[config.mk]
export PLATFORM = sky130hd
export DESIGN_NAME = instruction_fetch_unit
export DESIGN_NICKNAME = d
export VERILOG_FILES = /design/src/rtl/fetch_pkg.sv /design/src/rtl/fetch_fifo.sv /design/src/rtl/instruction_fetch_unit.sv
export SDC_FILE = /design/constraint.sdc
export NUM_CORES = 1
export LEC_CHECK = 0
export BUFFER_PORTS_ARGS = -buffer_cell sky130_fd_sc_hd__buf_2
export CAP_MARGIN = 0
export CORE_MARGIN = 3
export CORE_UTILIZATION = 57
export CTS_CLUSTER_SIZE = 20
export DETAILED_ROUTE_END_ITERATION = 8
export GPL_TIMING_DRIVEN = 1
export PLACE_DENSITY = 0.9
export SLEW_MARGIN = 40
export SYNTH_ARGS = -nofsm -noshare
export SYNTH_HDL_FRONTEND = slang
export SYNTH_SLANG_ARGS = --single-unit
[constraint.sdc]
create_clock -name clk -period 10.9 [get_ports clk]
set_input_delay 1.09 -clock clk [delete_from_list [all_inputs] [get_ports clk]]
set_output_delay 1.09 -clock clk [all_outputs]
set_load 0.03 [all_outputs]
[src/rtl/fetch_pkg.sv]
// Shared types and constants for the instruction fetch unit and its skid FIFO.
package fetch_pkg;

  typedef enum logic [1:0] {
    FETCH,
    HALT,
    FAULT
  } fetch_state_t;

  localparam logic [31:0] HALT_WORD = 32'h0000_0000;
  localparam logic [31:0] PC_STEP   = 32'd4;

  typedef struct packed {
    logic [31:0] pc;
    logic [31:0] instruction;
  } fetch_entry_t;

endpackage

[src/rtl/fetch_fifo.sv]
// Small skid FIFO of fetched {pc, instruction} entries with synchronous flush.
module fetch_fifo
  import fetch_pkg::*;
#(
  parameter int unsigned DEPTH = 2
) (
  input  logic         clk,
  input  logic         reset,
  input  logic         flush,
  input  logic         push,
  input  fetch_entry_t push_data,
  input  logic         pop,
  output fetch_entry_t pop_data,
  output logic         full,
  output logic         empty
);

  localparam int unsigned PTR_W = (DEPTH > 1) ? $clog2(DEPTH) : 1;
  localparam int unsigned CNT_W = $clog2(DEPTH + 1);

  fetch_entry_t     mem_q [DEPTH];
  logic [PTR_W-1:0] wr_ptr_q, rd_ptr_q;
  logic [CNT_W-1:0] count_q;
  logic             do_push, do_pop;

  assign full    = (count_q == CNT_W'(DEPTH));
  assign empty   = (count_q == '0);
  assign do_pop  = pop && !empty;
  // A push into a full FIFO is accepted only when the head leaves the same cycle.
  assign do_push = push && (!full || do_pop);

  always_ff @(posedge clk) begin
    if (reset || flush) begin
      wr_ptr_q <= '0;
      rd_ptr_q <= '0;
      count_q  <= '0;
    end else begin
      if (do_push) wr_ptr_q <= wr_ptr_q + 1'b1;
      if (do_pop)  rd_ptr_q <= rd_ptr_q + 1'b1;
      unique case ({do_push, do_pop})
        2'b10:   count_q <= count_q + 1'b1;
        2'b01:   count_q <= count_q - 1'b1;
        default: count_q <= count_q;
      endcase
    end
  end

  always_ff @(posedge clk) begin
    if (do_push) mem_q[wr_ptr_q] <= push_data;
  end

  assign pop_data = empty ? '0 : mem_q[rd_ptr_q];

endmodule

[src/rtl/instruction_fetch_unit.sv]
// Program counter sequencer: fetches words into a skid FIFO, handles redirects,
// halts on the zero padding word and traps on illegal fetch addresses.
module instruction_fetch_unit
  import fetch_pkg::*;
#(
  parameter logic [31:0] RESET_PC   = 32'h0000_0000,
  parameter int unsigned MEM_WORDS  = 1280,
  parameter int unsigned FIFO_DEPTH = 2
) (
  input  logic        clk,
  input  logic        reset,
  output logic [31:0] imem_address,
  input  logic [31:0] imem_instruction,
  input  logic        redirect_valid,
  input  logic [31:0] redirect_pc,
  output logic        out_valid,
  input  logic        out_ready,
  output logic [31:0] out_instruction,
  output logic [31:0] out_pc,
  output logic        halted,
  output logic        fault
);

  localparam logic [31:0] PC_LIMIT = 32'(MEM_WORDS * 4);

  fetch_state_t state_q, state_d;
  logic [31:0]  pc_q, pc_d;
  logic         push, flush, pop, fifo_full, fifo_empty;
  logic         pc_illegal, redirect_illegal;
  fetch_entry_t push_entry, head_entry;

  assign pc_illegal       = (pc_q >= PC_LIMIT);
  assign redirect_illegal = (redirect_pc[1:0] != 2'b00) || (redirect_pc >= PC_LIMIT);
  assign pop              = out_valid && out_ready;
  assign push_entry       = '{pc: pc_q, instruction: imem_instruction};

  always_ff @(posedge clk) begin
    if (reset) begin
      state_q <= FETCH;
      pc_q    <= RESET_PC;
    end else begin
      state_q <= state_d;
      pc_q    <= pc_d;
    end
  end

  always_comb begin
    state_d = state_q;
    pc_d    = pc_q;
    push    = 1'b0;
    flush   = 1'b0;
    unique case (state_q)
      FETCH, HALT: begin
        if (redirect_valid) begin
          flush = 1'b1;
          if (redirect_illegal) begin
            state_d = FAULT;
          end else begin
            pc_d    = redirect_pc;
            state_d = FETCH;
          end
        end else if (state_q == FETCH) begin
          // The PC stepped past the last word: trap before using the bogus read.
          if (pc_illegal) begin
            state_d = FAULT;
            flush   = 1'b1;
          end else if (!fifo_full || pop) begin
            if (imem_instruction == HALT_WORD) begin
              state_d = HALT;
            end else begin
              push = 1'b1;
              pc_d = pc_q + PC_STEP;
            end
          end
        end
      end
      FAULT: ;
      default: state_d = FAULT;
    endcase
  end

  always_comb begin
    imem_address    = pc_q;
    out_valid       = !fifo_empty && (state_q != FAULT);
    out_instruction = head_entry.instruction;
    out_pc          = head_entry.pc;
    halted          = (state_q == HALT) && fifo_empty;
    fault           = (state_q == FAULT);
  end

  fetch_fifo #(
    .DEPTH(FIFO_DEPTH)
  ) u_fifo (
    .clk      (clk),
    .reset    (reset),
    .flush    (flush),
    .push     (push),
    .push_data(push_entry),
    .pop      (pop),
    .pop_data (head_entry),
    .full     (fifo_full),
    .empty    (fifo_empty)
  );

endmodule

==> metrics.txt, run 1 <==
DIE AREA 0.0130 mm^2; Post-synth top cells edfxtp_1 (128), nor2_1 (83), mux2i_1 (71), dfxtp_1 (39); Post-synth EDFFs 128; Setup Fix Bufs, Post-CTS 0; setup violators final 0; LEAKAGE 3.21 nW; peak supply drop 0.192 mV; GRT Overall Usage 23.8%; multiplexer area fraction after synthesis 10.7%; clk_lat worst skew 0.41 ns; GPL Wtd Cong 0.899; Slew Limit Fails 0; Synth-to-Final Area Change 23.8%; Final HPWL DP 10.0 mm; antenna violations before repair 0; Post-synth top flop edfxtp_1; Post-Syn Nets 560; cell area after synthesis 0.00664 mm^2; DP Worst Slack 6.52 ns; #FFs+latches synth 167; pin count of the biggest net entering global routing 65; Core Area 0.0111 mm^2; hold buffers post-CTS 0; number of port buffers 166; total routed wirelength 15.0 mm; Req. time, crit path 10.94 ns; drt wl/cell 18.5 um; vias per cell 5.69; period utilization 36.0%; met3 routed WL 891 um; Yosys top cell by area edfxtp_1; Chip Width 114 um; final hold vios 0; XOR/XNOR share of the synthesized area 0.660%; fin crit period 3.93 ns; crit end category flop; CTS sink count 167; crit path max fanout 42; Vert. Die Dim 114 um; Initial Util 59.6%; Critical Path AT 3.97 ns; FMAX 255 MHz; Setup TNS 0 ns; vias in the first global route 4767; IO Pins 167; final core utilization 73.8%; Synth Area in Compound Gates 3.11%; most area-consuming cells after synthesis edfxtp_1 (58%), dfxtp_1 (12%), mux2i_1 (11%), nor2_1 (4.7%), nor4_1 (2.0%); worst-margin pin slew 0.780 ns; kind of critical path primary input to flop; adder-cell share of the synthesized area 0.566%; Iter 0 DRT Violations 289; DR vias 4602; max_cap viols 0; worst hold path type flop to flop; most frequent cell after synthesis edfxtp_1; status finished clean; Yosys warning count 0; FP Rows 38; synth unique cells 43; Critical Path Source Type primary input; NumNets Final 727; top-area cell type share of the netlist area 57.9%; Syn Inst Count 489; First-pass DRT Iterations 5; CTS Buf Count 17; Placed Instances 777; # fillers 714; final worst slack 6.97 ns; normalized max-slew margin 47.9%; met1 WL 5.82 mm; simple logic cell fraction of the synthesized area 13.2%; clk root buf clkbuf_16; CTS tree built; Post-Layout Cell Count 809; Ant. Diodes 0; post-CTS resize count 0; CTS H-Tree Depth 4; final instance area 0.00821 mm^2; met2 wire len 7.85 mm; clock buffer depth 2; clock skew 0.0109 ns; largest family of logic cells by synthesized area simple AND/OR/NAND/NOR gates; first-pass GRT wire length 23.5 mm; Synth async-reset ratio 0%; Avg Inst Size Synth 13.6 um^2; Highest Signal Layer met4; Seq/Total Area, Yosys 69.7%; RSZ-0062 raised after global routing false; PD cells 182 mW/mm^2; Remaining DRCs 0; share of cells above drive strength 1 30.8%; clock-pin slew on the worst setup and hold paths 0.06 ns; Cell Area, Placed 0.00762 mm^2; antenna-violating nets left 0; GR Overflow Total 0
-- through the flow --
stage / total power, mW / hold slack [ns]
5_1_grt: 1.55 / 0.505
4_1_cts: 1.50 / 0.496
2_1_floorplan: 0.846 / 0.466
3_3_place_gp: 0.896 / 0.453
3_5_place_dp: 0.904 / 0.485
6_report: 1.49 / 0.490
-- metal layers --
layer	vias to the layer above	global-route usage, %
met2	197	42.3
met4	0	11.0
met5	-	0
met1	2224	27.3
li1	2151	-
met3	30	5.46
-- critical path: stages --
cell     delay (ns)
buf_2          0.26
nor3_1         0.19
o21ai_0        0.12
nor3_1         0.37
nand2_1        0.57
nor2_4         0.75
buf_4          0.59
-- path summary, 6_finish.rpt --
check	end	depth (start not counted)	slack, ns	start
min	u_fifo.mem_q[0][32]$_DFFE_PP_	0	0.49	imem_address[0]$_SDFFE_PP0P_
max	u_fifo.mem_q[0][28]$_DFFE_PP_	7	6.97	redirect_valid
min reg2reg	u_fifo.mem_q[0][32]$_DFFE_PP_	0	0.49	imem_address[0]$_SDFFE_PP0P_
max reg2reg	u_fifo.mem_q[0][28]$_DFFE_PP_	6	7.17	imem_address[21]$_SDFFE_PP0P_
-- cell type report --
cell class	instances	area, um^2	area share [%]
sequential	167	4630	56.4
multi-input combinational	293	1900	23.2
timing repair buffer	171	888	10.8
clock buffer	22	444	5.41
tap	140	175	2.13
clock inverter	10	153	1.86
inverter	6	22.5	0.274
-- cells by family after synthesis --
family	Yosys count
compound gates	31
xor+xnor	5
fa+ha+maj	3
simple gates	183
buf+inv	29
mux	71
flops	167
-- cells in the final DEF (no fill, tap or decap), types with 5 or more instances in the layout --
cell and n:
inv_1 6, nor2_1 79, dfxtp_1 38, and3_1 18
and2_1 6, nor3_1 5, o31ai_1 5, o21ai_1 5
nor4_1 21, nand3_1 13, mux2i_1 71, nand2_1 21
buf_2 166, clkbuf_1 5, edfxtp_1 128, clkbuf_16 17
-- state kept, by name, indices dropped and copies added (netlist names), named ones only --
name	count
u_fifo.count_q	2
u_fifo.rd_ptr_q	1
u_fifo.wr_ptr_q	1
u_fifo.mem_q	128
imem_address	32
state_q	2
-- where the power goes --
group | total (mW) | leakage (nW) | internal, mW | switching (mW)
registers | 0.730 | 1.50 | 0.714 | 0.0162
clock network | 0.603 | 0.283 | 0.381 | 0.222
logic | 0.161 | 1.43 | 0.0488 | 0.112
total | 1.49 | 3.21 | 1.14 | 0.351
(Power assumes the default switching activity.)
==> inputs of run 2 (changes only) <==
--- a/config.mk
+++ b/config.mk
@@ -8,11 +8,11 @@
 export BUFFER_PORTS_ARGS = -buffer_cell sky130_fd_sc_hd__buf_2
 export CAP_MARGIN = 0
 export CORE_MARGIN = 3
-export CORE_UTILIZATION = 57
+export CORE_UTILIZATION = 53
 export CTS_CLUSTER_SIZE = 20
 export DETAILED_ROUTE_END_ITERATION = 8
 export GPL_TIMING_DRIVEN = 1
-export PLACE_DENSITY = 0.9
+export PLACE_DENSITY = 0.85
 export SLEW_MARGIN = 40
 export SYNTH_ARGS = -nofsm -noshare
 export SYNTH_HDL_FRONTEND = slang
==> constraint.sdc (replaced) <==
create_clock -name clk -period 3.86 [get_ports clk]
set_input_delay 0.386 -clock clk [delete_from_list [all_inputs] [get_ports clk]]
set_output_delay 0.386 -clock clk [all_outputs]
set_load 0.03 [all_outputs]
==> run 2 against run 1 <==
Clock skew fell by 0.0016 ns. Largest cell class unchanged. Sequential power rose to 2.8 times the previous value. Die area rose by 7.1%. Highest routed layer unchanged. Routed wire length fell by 3.8%. Via count fell by 0.63%. Final area rose by 1.5%. Critical path type is now flop to flop. Largest power group unchanged. Global-route usage fell by 3.1 points. Register-to-register slack got worse by 6.2 ns. Cell count rose by 3.8%. Count of clock-buffer cells in the layout fell by 3. Combinational power rose to 2.9 times the previous value. Sequential cell count did not move.
==> metrics.txt, run 2 (synthesized netlist as in run 1, its figures left out) <==
IO Pins 167 (unchanged); period utilization 76.1%; worst-margin pin slew 0.744 ns (-0.0358 ns); final instance area 0.00834 mm^2 (+1.5%); Post-Layout Cell Count 840 (+3.8%); Setup Fix Bufs, Post-CTS 0 (unchanged); peak supply drop 0.267 mV (+39%); share of cells above drive strength 1 31.5% (+0.76 points); CTS sink count 167 (unchanged); LEAKAGE 3.27 nW (+1.7%); final worst slack 0.921 ns (-6.05 ns); Critical Path Source Type flop; FP Rows 40 (+5.3%); Final HPWL DP 9.83 mm (-2.0%); fin crit period 2.94 ns; Initial Util 54.8% (-4.9 points); DP Worst Slack 0.964 ns (-5.56 ns); max reg flops 128 (unchanged); Setup TNS 0 ns (unchanged); GR Overflow Total 0 (unchanged); NumNets Final 730 (+0.41%); kind of critical path flop to flop; CTS H-Tree Depth 4 (unchanged); Req. time, crit path 3.90 ns (-7.04 ns); Top reg by flops u_fifo.mem_q; r2r startpoint imem_address[21]$_SDFFE_PP0P_; clock buffer depth 2 (unchanged); Critical Path AT 2.98 ns (-0.99 ns); # fillers 861 (+21%); first-pass GRT wire length 22.8 mm (-3.2%); status finished clean; FMAX 340 MHz; setup violators final 0 (unchanged); crit path max fanout 44 (+4.8%); DIE AREA 0.0139 mm^2 (+7.1%); CTS Buf Count 17 (unchanged); Placed Instances 808 (+4.0%); number of port buffers 166 (unchanged); Core Area 0.0121 mm^2 (+8.9%); clk root buf clkbuf_16; drt wl/cell 17.1 um (-7.4%); Chip Width 118 um (+3.5%); normalized max-slew margin 50.4% (+2.5 points); hold_sp imem_instruction[24]; Slew Limit Fails 0 (unchanged); DR vias 4573 (-0.63%); Cell Area, Placed 0.00768 mm^2 (+0.82%); Ant. Diodes 0 (unchanged); hold buffers post-CTS 0 (unchanged); max_cap viols 0 (unchanged); final core utilization 68.9% (-5.0 points); vias per cell 5.44 (-4.3%); Vert. Die Dim 118 um (+3.5%); Remaining DRCs 0 (unchanged); Crit. Startpoint imem_address[21]$_SDFFE_PP0P_; First-pass DRT Iterations 5 (unchanged); commonest non-fill, non-tap cell in the layout buf_2; Iter 0 DRT Violations 381 (+32%); pin count of the biggest net entering global routing 46 (-29%); antenna-violating nets left 0 (unchanged); Synth-to-Final Area Change 25.7%; clk_lat worst skew 0.41 ns (about the same); GPL Wtd Cong 0.862 (-4.1%); vias in the first global route 4488 (-5.9%); RSZ-0062 raised after global routing false; crit end category flop; clock skew 0.00926 ns (-0.00160 ns); clock-pin slew on the worst setup and hold paths 0.06 ns (about the same); GRT Overall Usage 20.7% (-3.1 points); CTS tree built; final hold vios 0 (unchanged); most frequent cells in the layout buf_2 (166), edfxtp_1 (128), nor2_1 (79); post-CTS resize count 0 (unchanged); total routed wirelength 14.4 mm (-3.8%); antenna violations before repair 0 (unchanged); worst hold path type primary input to flop; PD cells 525 mW/mm^2 (+190%)
## run 2: path summary, 6_finish.rpt
| check | endpoint | slack (ns) | cells past startpoint |
|---|---|---|---|
| setup reg to reg | u_fifo.mem_q[0][12]$_DFFE_PP_ | 0.92 | 6 |
| hold / removal | u_fifo.mem_q[0][24]$_DFFE_PP_ | 0.18 | 1 |
| hold reg to reg | u_fifo.mem_q[0][33]$_DFFE_PP_ | 0.48 | 0 |
| setup / recovery | u_fifo.mem_q[0][12]$_DFFE_PP_ | 0.92 | 6 |
## run 2: per-stage QoR
stage | hold WS [ns] | total power [mW]
6_report | 0.180 | 4.38
4_1_cts | 0.159 | 4.41
2_1_floorplan | 0.462 | 2.39
3_3_place_gp | 0.453 | 2.54
3_5_place_dp | 0.463 | 2.56
5_1_grt | 0.159 | 4.53
## run 2: area by class of cell
cell class	instances	area, um^2	share of cell area [%]
clock inverter	13	228	2.73
sequential	167	4630	55.5
tap	168	210	2.52
multi-input combinational	293	1900	22.8
timing repair buffer	174	916	11.0
clock buffer	19	433	5.19
inverter	6	22.5	0.270
## run 2: layer usage
| layer | routed length [um] | vias to the layer above | global-route usage [%] |
|---|---|---|---|
| met2 | 7370 | 170 | 34.7 |
| met4 | 190 | 0 | 7.62 |
| met5 | 0 | - | 0 |
| met1 | 6020 | 2227 | 26.0 |
| li1 | - | 2161 | - |
| met3 | 806 | 15 | 5.43 |
## run 2: report_power, final
| part | switching (mW) | total [mW] | internal [mW] |
|---|---|---|---|
| Combinational | 0.320 | 0.461 | 0.141 |
| Clock | 0.648 | 1.86 | 1.21 |
| Sequential | 0.0406 | 2.06 | 2.01 |
| Total | 1.01 | 4.38 | 3.37 |
## run 2: critical path: stages (launching register included)
cell and delay [ns]:
dfxtp_1 0.34, nor4_1 0.36, nand4_1 0.19, nor3_1 0.44
nand2_1 0.46, nor2_4 0.22, buf_4 0.53
